--- src/rtl/alu_seq.sv ---
// Multi-cycle ALU: one-cycle logic/compare ops plus iterative shift-add multiply
// and restoring divide, with valid/ready handshakes on both sides.
module alu_seq #(
  parameter int BIT_WIDTH  = 32,
  parameter int TAG_WIDTH  = 4,
  parameter int MUL_ENABLE = 1,
  parameter int DIV_ENABLE = 1
) (
  input  logic                 clk,
  input  logic                 reset,
  input  logic                 in_valid,
  output logic                 in_ready,
  input  logic [4:0]           alu_fn,
  input  logic [BIT_WIDTH-1:0] in1,
  input  logic [BIT_WIDTH-1:0] in2,
  input  logic [TAG_WIDTH-1:0] in_tag,
  output logic                 out_valid,
  input  logic                 out_ready,
  output logic [BIT_WIDTH-1:0] out,
  output logic [TAG_WIDTH-1:0] out_tag,
  output logic                 div_by_zero,
  output logic                 busy
);

  localparam int W  = BIT_WIDTH;
  localparam int CW = $clog2(W);
  localparam logic [CW-1:0] LAST = CW'(W - 1);

  typedef enum logic [1:0] {IDLE, ITER, DONE} state_t;
  state_t state, state_next;

  logic [4:0]           fn_r;
  logic [2*W-1:0]       a_reg, acc;
  logic [W-1:0]         b_reg;
  logic [CW-1:0]        cnt;
  logic                 neg_q, neg_r;
  logic [W-1:0]         out_r;
  logic [TAG_WIDTH-1:0] tag_r;
  logic                 dbz_r;

  logic           is_mul_in, is_div_in, sgn_in, zero_div, lt, eq;
  logic [W-1:0]   abs_a, abs_b, single_res, iter_res;
  logic [2*W-1:0] a_step, acc_step, prod;
  logic [W-1:0]   b_step, quot, rem;
  logic [W:0]     r_shift, diff;

  assign is_mul_in = (MUL_ENABLE != 0) && (alu_fn == 5'h10 || alu_fn == 5'h11);
  assign is_div_in = (DIV_ENABLE != 0) && (alu_fn >= 5'h12 && alu_fn <= 5'h15);
  assign sgn_in    = is_mul_in || (is_div_in && !alu_fn[2]);
  assign zero_div  = (in2 == '0);
  assign abs_a     = (sgn_in && in1[W-1]) ? -in1 : in1;
  assign abs_b     = (sgn_in && in2[W-1]) ? -in2 : in2;
  assign lt        = $signed(in1) < $signed(in2);
  assign eq        = (in1 == in2);

  always_comb begin
    single_res = '0;
    case (alu_fn)
      5'h00: single_res = in1 + in2;
      5'h01: single_res = in1 - in2;
      5'h02: single_res = in1 & in2;
      5'h03: single_res = in1 | in2;
      5'h04: single_res = in1 ^ in2;
      5'h05: single_res = ~(in1 & in2);
      5'h06: single_res = ~(in1 | in2);
      5'h07: single_res = ~(in1 ^ in2);
      5'h09: single_res = {{(W-1){1'b0}}, eq};
      5'h0A: single_res = {{(W-1){1'b0}}, lt};
      5'h0B: single_res = {{(W-1){1'b0}}, lt | eq};
      5'h0C: single_res = {{(W-1){1'b0}}, 1'b1};
      5'h0D: single_res = {{(W-1){1'b0}}, !eq};
      5'h0E: single_res = {{(W-1){1'b0}}, !lt};
      5'h0F: single_res = {{(W-1){1'b0}}, !lt && !eq};
      default: single_res = '0;
    endcase
    // Divide by zero finishes immediately: quotient all ones, remainder = dividend.
    if (is_div_in && zero_div)
      single_res = alu_fn[0] ? in1 : '1;
  end

  // One iteration step. Multiply: a_reg is the shifting multiplicand, b_reg the
  // multiplier. Divide: a_reg low half is the divisor, b_reg shifts dividend bits
  // out and quotient bits in, acc holds the partial remainder.
  always_comb begin
    a_step   = a_reg;
    b_step   = b_reg;
    acc_step = acc;
    r_shift  = {acc[W-1:0], b_reg[W-1]};
    diff     = r_shift - {1'b0, a_reg[W-1:0]};
    if (fn_r[4:1] == 4'b1000) begin
      acc_step = acc + (b_reg[0] ? a_reg : '0);
      a_step   = a_reg << 1;
      b_step   = b_reg >> 1;
    end else begin
      b_step   = {b_reg[W-2:0], !diff[W]};
      acc_step = {{(W-1){1'b0}}, diff[W] ? r_shift : diff};
    end
    prod = neg_q ? -acc_step : acc_step;
    quot = b_step;
    rem  = acc_step[W-1:0];
    if (fn_r[4:1] == 4'b1000)
      iter_res = fn_r[0] ? prod[2*W-1:W] : prod[W-1:0];
    else
      iter_res = fn_r[0] ? (neg_r ? -rem : rem) : (neg_q ? -quot : quot);
  end

  always_comb begin
    state_next = state;
    case (state)
      IDLE: if (in_valid)
              state_next = (is_mul_in || (is_div_in && !zero_div)) ? ITER : DONE;
      ITER: if (cnt == LAST) state_next = DONE;
      DONE: if (out_ready) state_next = IDLE;
      default: state_next = IDLE;
    endcase
  end

  always_ff @(posedge clk or posedge reset) begin
    if (reset) begin
      state <= IDLE;
      fn_r  <= '0;
      a_reg <= '0;
      b_reg <= '0;
      acc   <= '0;
      cnt   <= '0;
      neg_q <= 1'b0;
      neg_r <= 1'b0;
      out_r <= '0;
      tag_r <= '0;
      dbz_r <= 1'b0;
    end else begin
      state <= state_next;
      case (state)
        IDLE: if (in_valid) begin
          fn_r  <= alu_fn;
          tag_r <= in_tag;
          cnt   <= '0;
          acc   <= '0;
          a_reg <= {{W{1'b0}}, is_mul_in ? abs_a : abs_b};
          b_reg <= is_mul_in ? abs_b : abs_a;
          neg_q <= sgn_in && (in1[W-1] ^ in2[W-1]);
          neg_r <= sgn_in && in1[W-1];
          out_r <= single_res;
          dbz_r <= is_div_in && zero_div;
        end
        ITER: begin
          a_reg <= a_step;
          b_reg <= b_step;
          acc   <= acc_step;
          cnt   <= cnt + 1'b1;
          if (cnt == LAST) out_r <= iter_res;
        end
        default: ;
      endcase
    end
  end

  assign in_ready    = (state == IDLE);
  assign out_valid   = (state == DONE);
  assign busy        = (state != IDLE);
  assign out         = out_r;
  assign out_tag     = tag_r;
  assign div_by_zero = dbz_r;

endmodule
--- config.mk ---
export PLATFORM = sky130hd
export DESIGN_NAME = alu_seq
export DESIGN_NICKNAME = d
export VERILOG_FILES = /design/src/rtl/alu_seq.sv
export SDC_FILE = /design/constraint.sdc
export NUM_CORES = 2
export LEC_CHECK = 0
export CORE_UTILIZATION = 30
export CTS_BUF_LIST = sky130_fd_sc_hd__clkbuf_2 sky130_fd_sc_hd__clkbuf_4 sky130_fd_sc_hd__clkbuf_8
export DETAILED_ROUTE_END_ITERATION = 6
export PLACE_DENSITY = 0.43
export SKIP_LAST_GASP = 1
export SLEW_MARGIN = 20
export SYNTH_ARGS = -nofsm -noshare
export SYNTH_HDL_FRONTEND = slang
export SYNTH_SLANG_ARGS = --single-unit
--- constraint.sdc ---
create_clock -name clk -period 12.2 [get_ports clk]
set_input_delay 1.22 -clock clk [delete_from_list [all_inputs] [get_ports clk]]
set_output_delay 1.22 -clock clk [all_outputs]
set_load 0.01 [all_outputs]
Word level (Yosys, flattened, before mapping)

Index checks and enable logic that the tools add are counted.
Widths: inputs -> output; s select.

$add $sub $neg: 10
$lt $le $gt $ge: 3
Equal/unequal tests: 25
Multiplexer cells: 34
Bitwise operators: 8
Reductions and logical operators: 26

Operators with widths:

| operator           | count |
|---|---|
| $mux 32            | 15 |
| $pmux 32 s15       | 1 |
| $mux 64            | 6 |
| $pmux 64 s2        | 2 |
| $neg 32->32        | 4 |
| $pmux 32 s2        | 2 |
| $not 32->32        | 3 |
| $add 64x64->64     | 1 |
| $neg 64->64        | 1 |
| $eq 5x4->1 const B | 7 |
| $mux 33            | 1 |
| $sub 33x32->33     | 1 |
| $add 32x32->32     | 1 |
| $and 32x32->32     | 1 |
| $eq 32x32->1       | 1 |
| $logic_not 32->1   | 1 |
| $lt 32x32->1       | 1 |
| $or 32x32->32      | 1 |
| $sub 32x32->32     | 1 |
| $xor 32x32->32     | 1 |
| $eq 5x3->1 const B | 4 |
| $eq 5x5->1 const B | 3 |
| $eq 5x2->1 const B | 2 |
| $pmux 5 s2         | 1 |
| 22 further kinds   | 44 |

Bits in registers: 211
Bits of input ports: 77
Logic and storage cells: 117

Depth between registers and ports, before layout

Depth in word-level cells: 9
Gate-level depth with buffers: 32
Gate-level depth less buffers: 26

Worst setup path after synthesis

Ideal clock, no wire load.

Path kind: register to register
Start point: register b_reg[31]
End point: register out_r[14] (netlist: out[14])
Setup time: 0.136 ns
Arrival: 6.415 ns
Data required time: 12.064 ns
Setup slack: 5.649 ns
Cell stages (with the launch flop): 33
Cells stage by stage: dfrtp_1 -> inv_1 -> ha_1 -> fa_1 -> nor2b_1 -> o31ai_1 -> o21a_1 -> a211o_1 -> a2111oi_0 -> o21ai_0 -> nand2b_1 -> a21o_1 -> ha_1 -> buf_2 -> clkbuf_1 -> clkbuf_1 -> clkbuf_1 -> nand2_1 -> o211ai_1 -> o21ai_0 -> inv_1 -> ha_1 -> and2_1 -> nand4_1 -> nand2b_1 -> or4_1 -> clkbuf_1 -> nor2_1 -> nand3_1 -> buf_2 -> or3_1 -> a211oi_1 -> o32ai_1

Word-level cells in the longest chain between the ends: 9

RTL lines:

| what                                              | line     | RTL |
|---|---|---|
| start, declared                                   | 34       | `logic [W-1:0] b_reg;` |
| start signal, assigned                            | 140      | `b_reg <= is_mul_in ? abs_b : abs_a;` |
| start signal, assigned                            | 148      | `b_reg <= b_step;` |
| $sub 33x32->33                                    | 89       | `diff = r_shift - {1'b0, a_reg[W-1:0]};` |
| $mux 33 / $logic_not 1->1 (equally long branches) | 96, 95   |  |
| $mux 64 / $mux 32 (equally long branches)         | 90       | `if (fn_r[4:1] == 4'b1000) begin` |
| $neg 64->64 / $neg 32->32 (equally long branches) | 98, 104  |  |
| $mux 64 / $mux 32 (equally long branches)         | 98, 104  |  |
| $mux 32, on equally long branches                 | 102, 104 |  |
| $mux 32 (*)                                       | 101      | `if (fn_r[4:1] == 4'b1000)` |
| $mux 32 (*)                                       | 151      | `if (cnt == LAST) out_r <= iter_res;` |
| $pmux 32 s2 (*)                                   | 133      | `case (state)` |
| end signal, assigned                              | 143      | `out_r <= single_res;` |
| end signal, assigned                              | 151      |  |
| end, declared                                     | 37       | `logic [W-1:0] out_r;` |

Every way passes the cells marked *; elsewhere a longest branch is shown, timed or not. The select of a mux whose other input is x is not followed.
A chain may end at the register's enable or synchronous reset.

Worst setup path in the final report

Start point: register b_reg[31]
End point: register out_r[15] (netlist: out[15])

The elaborated chain is that of the path after synthesis.

==> run_results.csv <==
group,metric,value,unit
worst_setup_path,critPathMaxStageDelay,0.79,ns
power,peakVddDrop,157,uV
clocking,root_driver,"sky130_fd_sc_hd__clkbuf_8",
hold_path,timing.hold.worst.class,"reg -> reg",
hold_path,min_delay_path_depth,2,
drt,via_per_inst,5.89,
yosys,ys_async_sr_fraction,100,%
grt,grt_pass1_vias,29563,
worst_setup_path,r2r-end,"out[15]$_DFFE_PP0P_",
clocking,tritoncts,"done",
yosys,synth_ff_type,"sky130_fd_sc_hd__dfrtp_1",
hold_path,hold_start,"out_tag[2]$_DFFE_PP0P_",
worst_setup_path,worst_setup_path_end_kind,"flip-flop",
worst_setup_path,critical_path.startpoint_type,"flip-flop",
timing,grt_setup_unrepaired,"no",
floorplan,num_io_pins,117,
clocking,cts_repair_resize_count,0,
floorplan,floorplan.core_area,91900,um^2
timing,finalSetupViolations,0,
clocking,max-clock-path-buffers,3,
yosys,mappedNetlistNets,4296,
worst_setup_path,worst_ep_arrival_time,8.63,ns
yosys,ffs_latches_synth,211,
final_layout,area_growth_syn_to_layout,11.9,%
clocking,clkSlewWorstSetupHoldPaths,0.06,ns
timing,worst_slew_margin_rel,19.3,%
clocking,cts_inserted_buffers,46,
yosys,number_of_enable_flip_flop_cells_after_synthesis,0,
worst_setup_path,criticalPathCategory,"reg -> reg",
timing,finalHoldWorstSlack,0.479,ns
final_layout,design.final.nets,4256,
timing,fin_worst_skew,0.0364,ns
worst_setup_path,cp_common_cell,"sky130_fd_sc_hd__a2111oi_0",
worst_setup_path,regToRegStartpoint,"b_reg[31]$_DFFE_PP0P_",
drt,drcViolationCount,4,
flow_run,max_cap_violations,0,
grt,number_of_antenna_violations_at_the_first_check_in_global_routing,4,
place,post-dp-hpwl,103000,um
timing,tightest_slew,1.20,ns
floorplan,floorplan.die.height,307,um
floorplan,die-area,94300,um^2
timing,max_slew_violation_count,0,
timing,totalNegativeSetupSlack,0,ns
power,p_leak,0.0128,uW
final_layout,mostFrequentLayoutCell,"sky130_fd_sc_hd__nand2_1",
clocking,cts_hold_buf,0,
final_layout,layout_common_cells,"544 x sky130_fd_sc_hd__nand2_1, 373 x sky130_fd_sc_hd__o21ai_0, 368 x sky130_fd_sc_hd__a21oi_1",
power,power_density,229,nW/um^2
clocking,cts.htree.levels,2,
run_status,run_status,"finished, violations left",
worst_setup_path,cp_data_required_time,12.70,ns
drt,drt.antenna.violating_nets,0,
yosys,synth_sequential_area_ratio,18.9,%
place,numPortBuffers,116,
worst_setup_path,critical-path-slowest-cell,"sky130_fd_sc_hd__a211oi_1",
timing,share_of_the_clock_period_used_by_the_worst_path,66.6,%
timing,period_minus_slack,8.13,ns
power,report.power.total,7160,uW
yosys,synthDistinctLibCells,98,
drt,drt-wirelength-per-cell,25.8,um
worst_setup_path,worst-r2r-setup-slack,4.07,ns
grt,grt_pass1_wl,201000,um
drt,detailroute.via_count,30970,
grt,grt_start_max_net_pins,139,
grt,residual_overflow_from_global_routing,0,
floorplan,placement_rows,111,
place,globalplace.congestion,0.952,
timing,timing_hold_violations_final,0,
yosys,yosysWarningCount,0,
run_status,violations,"DRC",
yosys,synth_area,27900,um^2
worst_setup_path,cp_cell_sequence,"inv_1 > ha_1 > fa_1 > nor2b_1 > o31ai_1 > o21a_1 > a211o_1 > a2111oi_0 > o21ai_0 > nand2b_1 > a21o_1 > ha_2 > buf_4 > and2_1 > a211oi_1 > o211a_1 > nand3_1 > or3_1 > nor4_4 > nand3_2 > o311a_1 > a2111oi_0 > o21ai_1",
yosys,synth_cells,4017,
hold_path,timing.hold.worst_endpoint,"out_tag[2]$_DFFE_PP0P_",
clocking,clock_latency,0.65,ns
drt,firstDrtPassIters,7,
floorplan,floorplan.die.width,307,um
worst_setup_path,path_max_fanout,67,
clocking,cts_setup_buffers,0,
clocking,clock_sink_total,211,
grt,grt_use_total,28.1,%
yosys,postSynthAreaPerCell,6.95,um^2
floorplan,start_util,30.4,%
final_layout,drive_gt1_share,5.74,%
drt,detail_route.iter0.violations,2905,
timing,max_freq,0.123,GHz
worst_setup_path,reg2reg_depth,23,
drt,route.final.wire_length,135000,um
[layout make-up]
class | instances | area [um^2]
inverters | 178 | 676
repair buffers | 189 | 1740
flip-flops and latches | 211 | 5290
fillers | 10151 | 60700
diodes | 2 | 5.00
clock buffers | 73 | 892
well taps | 1243 | 1560
clock inverters | 7 | 67.6
multi-input cells | 3351 | 21000
[metrics by stage]
| stage | instance area [um^2] | instances | setup slack, ns | utilization [%] |
|---|---|---|---|---|
| floorplan | 27900 | 4017 | 5.21 | - |
| global placement | 30300 | 5172 | 4.31 | 32.9 |
| detailed placement | 30300 | 5172 | 4.10 | 32.9 |
| CTS | 31200 | 5252 | 4.08 | 34.0 |
| global route | 31200 | 5254 | 3.44 | 34.0 |
| finish | 31200 | 5254 | 4.07 | 34.0 |
[logic make-up (layout without fill, tap and decap cells)]
group,after synthesis,after routing,share of synthesized area [%]
AND/OR/NAND/NOR,1482,1482,24.9
AO/OA/AOI/OAI,1418,1418,32.6
buffers and inverters,455,447,6.25
flip-flops,211,211,18.9
adder cells (fa/ha/maj),203,203,9.19
XOR/XNOR,178,178,5.58
multiplexers,70,70,2.57
other,0,2,0
[Yosys cell counts, types with 34 or more instances]
library cell | instances | area [um^2]
sky130_fd_sc_hd__a211oi_1 | 77 | 578
sky130_fd_sc_hd__a21o_1 | 46 | 345
sky130_fd_sc_hd__a21oi_1 | 368 | 1840
sky130_fd_sc_hd__a31oi_1 | 54 | 338
sky130_fd_sc_hd__and2_1 | 90 | 563
sky130_fd_sc_hd__clkbuf_1 | 227 | 852
sky130_fd_sc_hd__dfrtp_1 | 211 | 5280
sky130_fd_sc_hd__ha_1 | 198 | 2480
sky130_fd_sc_hd__inv_1 | 176 | 661
sky130_fd_sc_hd__mux2i_1 | 60 | 601
sky130_fd_sc_hd__nand2_1 | 545 | 2050
sky130_fd_sc_hd__nand2b_1 | 34 | 213
sky130_fd_sc_hd__nand3_1 | 101 | 505
sky130_fd_sc_hd__nand4_1 | 50 | 313
sky130_fd_sc_hd__nor2_1 | 364 | 1370
sky130_fd_sc_hd__nor3_1 | 94 | 470
sky130_fd_sc_hd__o211ai_1 | 50 | 375
sky130_fd_sc_hd__o21ai_0 | 373 | 1870
sky130_fd_sc_hd__o221ai_1 | 41 | 359
sky130_fd_sc_hd__o22ai_1 | 42 | 263
sky130_fd_sc_hd__o31ai_1 | 43 | 323
sky130_fd_sc_hd__or3_1 | 39 | 244
sky130_fd_sc_hd__xnor2_1 | 131 | 1150
sky130_fd_sc_hd__xor2_1 | 47 | 412
[metal layers]
metal,part of all wire [%],vias up,GRT usage (%)
li1,-,14585,-
met1,45,15060,38.7
met2,45,1130,45.6
met3,5.9,191,3.16
met4,3.3,4,9.06
met5,0.019,-,0
[power by group]
| part | total [uW] | switching (uW) | internal, uW |
|---|---|---|---|
| combinational | 5040 | 3410 | 1630 |
| clock | 860 | 377 | 483 |
| sequential | 1260 | 342 | 917 |
| total | 7160 | 4130 | 3030 |
[critical path, delay by kind of cell, from the launching register on]
kind | cells | cell delay [ns]
AO/OA/AOI/OAI | 11 | 3.66
AND/OR/NAND/NOR | 7 | 2.62
adder cells (fa/ha/maj) | 3 | 0.87
flip-flops | 1 | 0.43
buffers and inverters | 2 | 0.39
[how the worst max path moves through the flow]
stage | startpoint | endpoint | slack, ns | cells after the start
2_1_floorplan | reset | a_reg[0]$_DFFE_PP0P_ | 5.21 | 1
3_3_place_gp | b_reg[31]$_DFFE_PP0P_ | out[15]$_DFFE_PP0P_ | 4.31 | 23
3_5_place_dp | b_reg[31]$_DFFE_PP0P_ | out[15]$_DFFE_PP0P_ | 4.10 | 23
4_1_cts | b_reg[31]$_DFFE_PP0P_ | out[15]$_DFFE_PP0P_ | 4.08 | 23
5_1_grt | b_reg[31]$_DFFE_PP0P_ | out[15]$_DFFE_PP0P_ | 3.44 | 23
6_report | b_reg[31]$_DFFE_PP0P_ | out[15]$_DFFE_PP0P_ | 4.07 | 23
(Power assumes the default switching activity.)
